### config.mk
export PLATFORM = sky130hd
export DESIGN_NAME = count_monitor
export DESIGN_NICKNAME = d
export VERILOG_FILES = /design/src/rtl/count_monitor.sv
export SDC_FILE = /design/constraint.sdc
export NUM_CORES = 1
export LEC_CHECK = 0
export BUFFER_PORTS_ARGS = -buffer_cell sky130_fd_sc_hd__buf_2
export CAP_MARGIN = 20
export CORE_ASPECT_RATIO = 1.5
export CORE_UTILIZATION = 50
export DETAILED_ROUTE_END_ITERATION = 7
export GPL_TIMING_DRIVEN = 0
export PLACE_DENSITY = 0.68
export SYNTH_ARGS = -nofsm -noshare
export SYNTH_HDL_FRONTEND = slang
export SYNTH_SLANG_ARGS = --single-unit
### constraint.sdc
create_clock -name clk -period 6.5 [get_ports clk]
set_input_delay 1.95 -clock clk [delete_from_list [all_inputs] [get_ports clk]]
set_output_delay 1.95 -clock clk [all_outputs]
set_load 0.05 [all_outputs]
### src/rtl/count_monitor.sv
// count_monitor: watches an upstream 4-bit counter. Every change in its value
// is queued in a 4-deep FIFO. Each queued value is then sent out on tx as a
// UART-like frame: one start bit, four data bits LSB first, one stop bit.
module count_monitor #(
  parameter int CLKS_PER_BIT = 4
) (
  input  logic       clk,
  input  logic       reset,
  input  logic [3:0] count_in,
  output logic       tx,
  output logic       busy,
  output logic [2:0] fifo_level,
  output logic       overflow,
  output logic [2:0] io_oeb
);

  localparam logic [1:0] S_IDLE  = 2'd0;
  localparam logic [1:0] S_START = 2'd1;
  localparam logic [1:0] S_DATA  = 2'd2;
  localparam logic [1:0] S_STOP  = 2'd3;

  localparam logic [7:0] BIT_LAST = 8'(CLKS_PER_BIT - 1);

  logic [3:0] prev_count;
  logic [3:0] mem [4];
  logic [1:0] wr_ptr;
  logic [1:0] rd_ptr;
  logic [1:0] state;
  logic [7:0] bit_cnt;
  logic [1:0] bit_idx;
  logic [3:0] shift_reg;

  logic push;
  logic pop;
  logic full;
  logic accept;

  // The pads are always driven as outputs.
  assign io_oeb = 3'b000;

  // Push on any change of count_in. Pop only from IDLE with data waiting.
  // A push into a full FIFO still succeeds when a pop frees a slot on the same edge.
  always_comb begin
    push   = (count_in != prev_count);
    pop    = (state == S_IDLE) && (fifo_level != 3'd0);
    full   = (fifo_level == 3'd4);
    accept = push && (!full || pop);
  end

  // Change detector, FIFO pointers, occupancy and the sticky overflow flag.
  always_ff @(posedge clk) begin
    // NOTE: sequential state uses non-blocking assignments only. Every register
    // here then updates from values sampled before the edge, whatever the statement order.
    if (reset) begin
      prev_count <= 4'd0;
      wr_ptr     <= 2'd0;
      rd_ptr     <= 2'd0;
      fifo_level <= 3'd0;
      overflow   <= 1'b0;
    end else begin
      prev_count <= count_in;
      if (accept) wr_ptr <= wr_ptr + 2'd1;
      if (pop)    rd_ptr <= rd_ptr + 2'd1;
      if (push && full && !pop) overflow <= 1'b1;
      case ({accept, pop})
        2'b10:   fifo_level <= fifo_level + 3'd1;
        2'b01:   fifo_level <= fifo_level - 3'd1;
        default: fifo_level <= fifo_level;
      endcase
    end
  end

  // FIFO storage. Writes are ignored while reset is held.
  always_ff @(posedge clk) begin
    // NOTE: the storage array is not reset. An entry is only read after it has been
    // written, because level and pointers are reset. Leaving it unreset keeps it plain RAM.
    if (!reset && accept) mem[wr_ptr] <= count_in;
  end

  // Serializer: every state lasts CLKS_PER_BIT cycles. tx and busy are
  // registered and take the value of the state being entered.
  always_ff @(posedge clk) begin
    if (reset) begin
      state     <= S_IDLE;
      bit_cnt   <= 8'd0;
      bit_idx   <= 2'd0;
      shift_reg <= 4'd0;
      tx        <= 1'b1;
      busy      <= 1'b0;
    end else begin
      case (state)
        S_IDLE: begin
          if (pop) begin
            shift_reg <= mem[rd_ptr];
            state     <= S_START;
            bit_cnt   <= 8'd0;
            tx        <= 1'b0;
            busy      <= 1'b1;
          end
        end
        S_START: begin
          if (bit_cnt == BIT_LAST) begin
            state   <= S_DATA;
            bit_cnt <= 8'd0;
            bit_idx <= 2'd0;
            tx      <= shift_reg[0];
          end else begin
            bit_cnt <= bit_cnt + 8'd1;
          end
        end
        S_DATA: begin
          if (bit_cnt == BIT_LAST) begin
            bit_cnt <= 8'd0;
            if (bit_idx == 2'd3) begin
              state <= S_STOP;
              tx    <= 1'b1;
            end else begin
              bit_idx   <= bit_idx + 2'd1;
              shift_reg <= {1'b0, shift_reg[3:1]};
              tx        <= shift_reg[1];
            end
          end else begin
            bit_cnt <= bit_cnt + 8'd1;
          end
        end
        default: begin  // S_STOP
          if (bit_cnt == BIT_LAST) begin
            state   <= S_IDLE;
            bit_cnt <= 8'd0;
            busy    <= 1'b0;
            tx      <= 1'b1;
          end else begin
            bit_cnt <= bit_cnt + 8'd1;
          end
        end
      endcase
    end
  end

endmodule

Yosys cells after proc, flatten, opt, wreduce, memory -nomap -nowiden
Memory sizes are Yosys's and may differ from the RTL's. A register that Yosys moved wholly into a read port is not among the register bits.
Cells that the tools add are included.
- bits in registers: 30
- output and inout bits: 9
- RAM bits: 16
- memories: 1
- word-level logic and storage cells: 83
- bits of input ports: 6
- add/sub/neg operators: 6
- eq/ne operators: 13
- muxes and demuxes: 30
- bitwise gates (word level): 1
- reduce and logical (&&, ||, !) cells: 21
- memory list (name ; depth ; bits a word ; rd ports ; clocked after memory_dff ; write ports ; line ; source):
    mem ; 4 ; 4 ; 1 ; 1 ; 1 ; 25 ; logic [3:0] mem [4];
- operator list (operator ; number):
    8-bit 2-to-1 mux ; 3
    2-bit 2-to-1 mux ; 9
    4-bit 2-to-1 mux ; 3
    4-bit AND reduction ; 3
    2-bit inequality test, second input constant ; 5
    1-bit 2-to-1 mux ; 9
    8-bit by 1-bit adder with 8-bit output, second input constant ; 1
    8-bit by 2-bit == test with 1-bit output, second input constant ; 1
    4-bit one-hot mux with 2 select lines ; 1
    2-bit nonzero test ; 4
    2-bit by 1-bit adder with 2-bit output, second input constant ; 3
    2-bit == test, second input constant ; 3
    2-bit one-hot mux with 3 select lines ; 1
    3-bit one-hot mux with 2 select lines ; 1
    1-bit logical AND ; 5
    5-bit AND reduction ; 1
    2-bit by 1-bit == test with 1-bit output, second input constant ; 2
    4-bit inequality test ; 1
    2-bit one-hot mux with 2 select lines ; 1
    3-bit by 1-bit adder with 3-bit output, second input constant ; 1
    3-bit == test, second input constant ; 1
    1-bit logical NOT ; 3
    1-bit one-hot mux with 3 select lines ; 1
    3-bit AND reduction ; 1
    7 further kinds ; 7

Logic depth before layout (Yosys ltp)
Gate-level depths: netlist of run 1.
- depth in word-level cells: 7
- depth in mapped cells: 9
- gate-level depth less buffers: 8

Least setup slack after synthesis of run 1
Ideal clock, no wire load.
- path kind: input port to flip-flop
- start: in count_in[2]
- end: reg fifo_level[2]
- library setup time: 0.121 ns
- stages on the path: 7
- slack: 3.000 ns
- arrival time: 3.379 ns
- cell sequence: xnor2_1 > and4_1 > nand2_1 > fa_1 > nand2_1 > a2bb2oi_1 > mux2_2
- cells in the longest elaborated chain, start to end: 4
- elaborated cells on any way between the ends: 6
- those cells by class: eq/ne (3); mux (1); reduce/logical (2)
- ends and longest elaborated chain (what ; line ; source):
    start: declaration ; 9 ; input logic [3:0] count_in,
    4-bit inequality test (*) ; 44 ; push = (count_in != prev_count);
    1-bit logical AND (*) ; 47 ; accept = push && (!full || pop);
    2-bit by 1-bit == test with 1-bit output or 2-bit == test (tied branches) ; 65 ; case ({accept, pop})
    3-bit one-hot mux with 2 select lines or 2-bit nonzero test (tied branches) ; -- ;
    end signal: assignment ; 66 ; 2'b10: fifo_level <= fifo_level + 3'd1;
    end signal: assignment ; 67 ; 2'b01: fifo_level <= fifo_level - 3'd1;
    end signal: assignment ; 68 ; default: fifo_level <= fifo_level;
    end: declaration ; 12 ; output logic [2:0] fifo_level,
Every way passes the cells marked *; elsewhere a longest branch is shown, timed or not.
A chain may end at the register's enable or synchronous reset.

Final worst setup path of run 1
- start: in count_in[0]
- end: reg fifo_level[2]
The elaborated chain is that of the path after synthesis.

==> flow_metrics.tcl, run 1 <==
set metrics [dict create \
    r2r-end "fifo_level[2]" \
    seqCellArea_mm2 0.00112 \
    synth_most_common_cell "dfxtp_1" \
    max_stage_delay_ps 400 \
    clkTransAtPathRegs_ps 80 \
    grt_pass1_wl_um 6840 \
    dp.cells 264 \
    path_depth 8 \
    cp_cell_sequence "buf_2 > xnor2_1 > and4_1 > nand2_1 > fa_1 > nand2_1 > a2bb2oi_1 > mux2_2" \
    place_hpwl_um 3030 \
    netlist_instances 205 \
    ant_nets 0 \
    antenna_cells 0 \
    io_pins 15 \
    p_per_area_mw_per_mm2 419 \
    reg2reg_from "state[0]" \
    internal_power_w 0.000643 \
    seq_area_frac_synth_pct 49.4 \
    antenna_found_initial 0 \
    gp_congestion 0.773 \
    post_cts_resized 0 \
    via_per_inst 5.76 \
    num_vias 1567 \
    fin_cells 272 \
    syn_avg_cell_area_um2 11.1 \
    fin_skew_ps 5.37 \
    cp.arrival_ps 3720 \
    core_area_mm2 0.00428 \
    multiInputGateArea_mm2 0.00107 \
    insertion_delay_ps 290 \
    drv_cap 0 \
    cp_num_buf_inv 1 \
    synth_flop_cell "dfxtp_1" \
    regMostFlops "mem" \
    cts_inserted_buffers 5 \
    start_util_pct 53.0 \
    crit_path_max_fanout 6 \
    ys_ff_latch 48 \
    peakVddDrop_uv 180 \
    grt-ovfl-total 0 \
    die_area_mm2 0.00482 \
    initialDrtViolationCount 42 \
    async_reset_ff_share_pct 0 \
    grt_pass1_vias 1601 \
    finalCritPeriodShare_pct 54.3 \
    yosys.area.top_type_share_pct 28.2 \
    busiest_layer "met2" \
    largest_register_ffs 16 \
    reg2reg_setup_slack_ps 3990 \
    grt.met2_usage_pct 34.8 \
    switchingPower_w 0.000403 \
    syn_area_mm2 0.00227 \
    cp-startpoint "count_in[0]" \
    cts_root_buffer "clkbuf_8" \
    cts_buffer_depth 2 \
    hold_viol 0 \
    cts_tree "yes" \
    rows 29 \
    ff2ff_path_depth 9 \
    cp-endpoint "fifo_level[2]" \
    relSlewSlack_pct 65.7 \
    slew_viol_final 0 \
    cp.required_ps 6690 \
    clockPowerShare_pct 20.0 \
    pwr-share-seq_pct 38.5 \
    synth_edf_count 16 \
    ys_top_cells_by_count "32 x dfxtp_1, 18 x nor2_1, 16 x edfxtp_1, 11 x a21oi_1, 11 x nor2b_1" \
    die_w_um 57.0 \
    outcome "completed" \
    yosys_warnings 0 \
    drive_gt1_share_pct 16.8 \
    grt_max_degree 15 \
    setup_tns_ps 0 \
    sw_frac_of_total_pct 38.5 \
    grt_setup_unrepaired "false" \
    clock-sinks 48 \
    critical_path_class "in -> reg" \
    cts_setup_buffers 0 \
    timing.hold.worst.class "reg -> reg" \
    path_delay_family "simple AND/OR/NAND/NOR gates" \
    yosys-top-cells-area "dfxtp_1 28%, edfxtp_1 21%, ha_1 5.5%" \
    drtPass1Iterations 4 \
    yosys.area.top_type "dfxtp_1" \
    die_height_um 84.5 \
    drc 0 \
    yosysUniqueCellTypes 46 \
    power.leakage_nw 0.982 \
    critPathMostFrequentCell "nand2_1" \
    largestRegisters "mem x16, bit_cnt x8" \
    setup_violations 0 \
    grt_usage_pct 18.2 \
    cts_hold_buf 0 \
    cts-htree-levels 2 \
    combPwrFrac_pct 41.5 \
    cp-end-kind "register" \
    crit_slowest_cell "fa_1" \
    worstMarginPinSlew_ps 514 \
    n_fill_cell 352 \
    use_met1_pct 19.4 \
    finalCriticalPeriod_ps 3530 \
    wl_per_cell_um 15.0 \
    power.total_w 0.00105 \
    grtUsageMet3_pct 3.70 \
    cp-start-kind "primary input" \
    port_buffers 11 \
    fin_nets 242 \
    totalWireLength_um 4090 \
    area_delta_synth_final_pct 10.0 \
    max_freq_mhz 284 \
]
## stage by stage
step	setup slack [ps]	utilization (%)	hold slack, ps	cell area [um2]
2_1_floorplan	3000	-	447	2280
3_3_place_gp	2760	55.8	452	2390
3_5_place_dp	2710	55.8	458	2390
4_1_cts	2970	58.4	475	2500
5_1_grt	2910	58.4	490	2500
6_report	2970	58.4	477	2500
## tightest hold or removal path: cells and delay by family, from the launching register on
| family | cells | cell delay (ps) |
|---|---|---|
| DFF | 1 | 320 |
| AOI/OAI and AO/OA | 2 | 120 |
## layer usage
layer	share of wire, %	vias up
met5	0	-
met4	1.0	0
met3	2.2	5
met2	56	19
met1	41	751
li1	-	792
## cell families (layout without fill, tap and decap cells)
group           count (synthesis)  in the layout  share of synthesized area [%]
simple gates                   71             71                           18.3
flops                          48             48                           49.4
compound gates                 38             38                           12.1
buf+inv                        18             37                           3.69
fa+ha+maj                      11             11                           6.39
mux                            11             11                           7.22
xor+xnor                        7              7                           2.70
other cells                     1              3                          0.165
## power by group through the flow
stage	clock (W)	sequential, W	combinational (W)
detailed placement	0	0.000411	0.000431
global placement	0	0.000407	0.000414
CTS	0.000213	0.000404	0.000436
floorplan	0	0.000444	0.000302
finish	0.000209	0.000403	0.000434
global route	0.000225	0.000412	0.000478
## cells in the final DEF (no fill, tap or decap), types with 4 or more instances in the layout
master / instances
ha_1: 10
clkbuf_8: 5
and3_1: 7
dfxtp_1: 32
mux4_2: 4
nand2_1: 10
o21ai_0: 5
xnor2_1: 6
edfxtp_1: 16
nor2_1: 18
clkbuf_1: 4
nor3_1: 8
nor2b_1: 11
buf_2: 15
nand3_1: 4
mux2i_1: 4
a21oi_1: 11
inv_1: 7
## worst min-delay path by stage
stage                       startpoint      endpoint  slack (ps)  cells after the start
after floorplan           shift_reg[3]  shift_reg[3]         450                      2
after global placement            busy          busy         450                      2
after detailed placement      overflow      overflow         460                      2
after CTS                         busy          busy         480                      2
after global routing              busy          busy         490                      2
final                             busy          busy         480                      2
## final cells by class
| type | count | share of cell area (%) |
|---|---|---|
| well taps | 46 | 2.30 |
| repair buffers | 11 | 2.20 |
| clock inverters | 2 | 1.40 |
| clock buffers | 6 | 2.90 |
| multi-input cells | 141 | 43.0 |
| inverters | 7 | 1.05 |
| plain buffers | 11 | 2.30 |
| flip-flops and latches | 48 | 44.9 |
No activity file was read; power rests on OpenSTA's default activity.
==> run 2, diff against run 1 <==
--- a/config.mk
+++ b/config.mk
@@ -11,7 +11,7 @@
 export CORE_UTILIZATION = 50
 export DETAILED_ROUTE_END_ITERATION = 7
 export GPL_TIMING_DRIVEN = 0
-export PLACE_DENSITY = 0.68
+export PLACE_DENSITY = 0.7
 export SYNTH_ARGS = -nofsm -noshare
 export SYNTH_HDL_FRONTEND = slang
 export SYNTH_SLANG_ARGS = --single-unit
==> constraint.sdc (replaced) <==
create_clock -name clk -period 2.91 [get_ports clk]
set_input_delay 0.873 -clock clk [delete_from_list [all_inputs] [get_ports clk]]
set_output_delay 0.873 -clock clk [all_outputs]
set_load 0.05 [all_outputs]
==> run 2 against run 1 <==
Effect of this change:
- the flow now finishes with violations (DRC)
- critical path depth grew 1
- cell count unchanged
- hold slack got worse by 3.7 ps
- total power is 120% higher
- via count is 1.7% lower
- clock power up 120%
- wire length shrank 4.4%
- utilization about the same
- critical path type is now reg -> reg
- largest power group unchanged
==> flow_metrics.tcl, run 2 (same netlist as run 1, synthesis figures left out) <==
set metrics [dict create \
    fin_skew_ps 4.19 \
    grt_pass1_wl_um 6650 \
    grt-ovfl-total 0 \
    cts_hold_buf 0 \
    cts-htree-levels 2 \
    start_util_pct 53.0 \
    via_per_inst 5.66 \
    die_w_um 57.0 \
    finalCriticalPeriod_ps 2430 \
    wl_per_cell_um 14.4 \
    drtPass1Iterations 6 \
    setup_tns_ps 0 \
    crit_path_max_fanout 10 \
    reg2reg_from "state[0]" \
    clockPowerShare_pct 20.0 \
    n_fill_cell 370 \
    port_buffers 11 \
    place_hpwl_um 2830 \
    power.leakage_nw 0.984 \
    p_per_area_mw_per_mm2 926 \
    r2r-end "fifo_level[2]" \
    max_freq_mhz 411 \
    clkTransAtPathRegs_ps 90 \
    area_delta_synth_final_pct 9.97 \
    setup_violations 0 \
    grt_usage_pct 18.1 \
    io_pins 15 \
    pwr-share-seq_pct 39.0 \
    finalCritPeriodShare_pct 83.5 \
    cts_inserted_buffers 5 \
    hold_viol 0 \
    fin_cells 272 \
    cts_tree "yes" \
    largestRegisters "mem x16, bit_cnt x8" \
    gp_congestion 0.836 \
    busiest_layer "met2" \
    grtUsageMet3_pct 3.70 \
    drive_gt1_share_pct 16.4 \
    clock-sinks 48 \
    holdPathEnd "busy" \
    cts_root_buffer "clkbuf_8" \
    peakVddDrop_uv 403 \
    antenna_cells 0 \
    grt_max_degree 15 \
    cts_setup_buffers 0 \
    fin_nets 242 \
    hp-start "busy" \
    violations "DRC" \
    final_common_cell "dfxtp_1" \
    dp.cells 264 \
    switchingPower_w 0.000881 \
    final_cell_mix "32 x dfxtp_1, 18 x nor2_1, 16 x edfxtp_1" \
    sw_frac_of_total_pct 38.1 \
    rows 29 \
    drc 2 \
    drv_cap 0 \
    ant_nets 0 \
    die_height_um 84.5 \
    critical_path_class "reg -> reg" \
    die_area_mm2 0.00482 \
    cp-end-kind "register" \
    slew_viol_final 0 \
    outcome "finished, violations left" \
    fin_ws_ps 479 \
    timing.hold.worst.class "reg -> reg" \
    cp.arrival_ps 2620 \
    cts_buffer_depth 2 \
    insertion_delay_ps 290 \
    min_path_cells 2 \
    combPwrFrac_pct 41.0 \
    post_cts_resized 0 \
    cp-start-kind "register" \
    grt.met2_usage_pct 32.0 \
    grt_setup_unrepaired "false" \
    initialDrtViolationCount 41 \
    antenna_found_initial 0 \
    cp.required_ps 3100 \
    grt_pass1_vias 1499 \
    regMostFlops "mem" \
    internal_power_w 0.00143 \
    place_ws_ps 210 \
    num_vias 1540 \
    ff2ff_path_depth 9 \
    totalWireLength_um 3910 \
    largest_register_ffs 16 \
    reg2reg_setup_slack_ps 480 \
    core_area_mm2 0.00428 \
    use_met1_pct 20.0 \
]
==> run 2: through the flow <==
step / hold slack [ps] / util, % / total power (W) / area (um2)
floorplan: 447 / - / 0.00167 / 2280
global placement: 450 / 55.8 / 0.00185 / 2390
detailed placement: 461 / 55.8 / 0.00186 / 2390
CTS: 474 / 58.3 / 0.00233 / 2500
global route: 513 / 58.3 / 0.00248 / 2500
finish: 473 / 58.3 / 0.00231 / 2500
==> run 2: layout make-up <==
class	count	area [um2]	share of cell area (%)
sequential	48	1120	44.9
multi-input combinational	141	1070	43.0
clock buffer	5	68.8	2.76
buffer	11	57.6	2.30
tap	46	57.6	2.30
timing repair buffer	11	55.1	2.20
clock inverter	3	37.5	1.50
inverter	7	26.3	1.05
==> run 2: how the worst max path moves through the flow <==
stage / start / endpoint / slack, ps / depth (start not counted)
detailed placement: count_in[3] / fifo_level[2] / 210 / 8
global placement: count_in[1] / fifo_level[2] / 230 / 8
CTS: state[0] / fifo_level[2] / 480 / 9
floorplan: count_in[2] / fifo_level[2] / 490 / 7
finish: state[0] / fifo_level[2] / 480 / 9
global route: state[0] / fifo_level[2] / 310 / 9
==> run 2: worst max-delay path: stages, from the launching register on <==
cell,delay [ps]
dfxtp_1,330
inv_1,110
ha_1,240
buf_2,230
o31a_1,310
nand2_1,110
fa_1,380
nand2_1,70
a2bb2oi_1,190
mux2_2,350
==> run 2: power groups by stage <==
stage	combinational (W)	clock [W]	sequential, W
after floorplan	0.000675	0	0.000992
after global placement	0.000939	0	0.000915
after detailed placement	0.000938	0	0.000919
after CTS	0.000947	0.000476	0.000903
after global routing	0.00105	0.000510	0.000920
final	0.000948	0.000461	0.000902
==> run 2: routing by layer <==
layer  vias to the layer above  part of all wire (%)
li1                        788                     -
met2                        26                    54
met1                       719                    41
met3                         7                   2.3
met4                         0                   2.1
met5                         -                     0
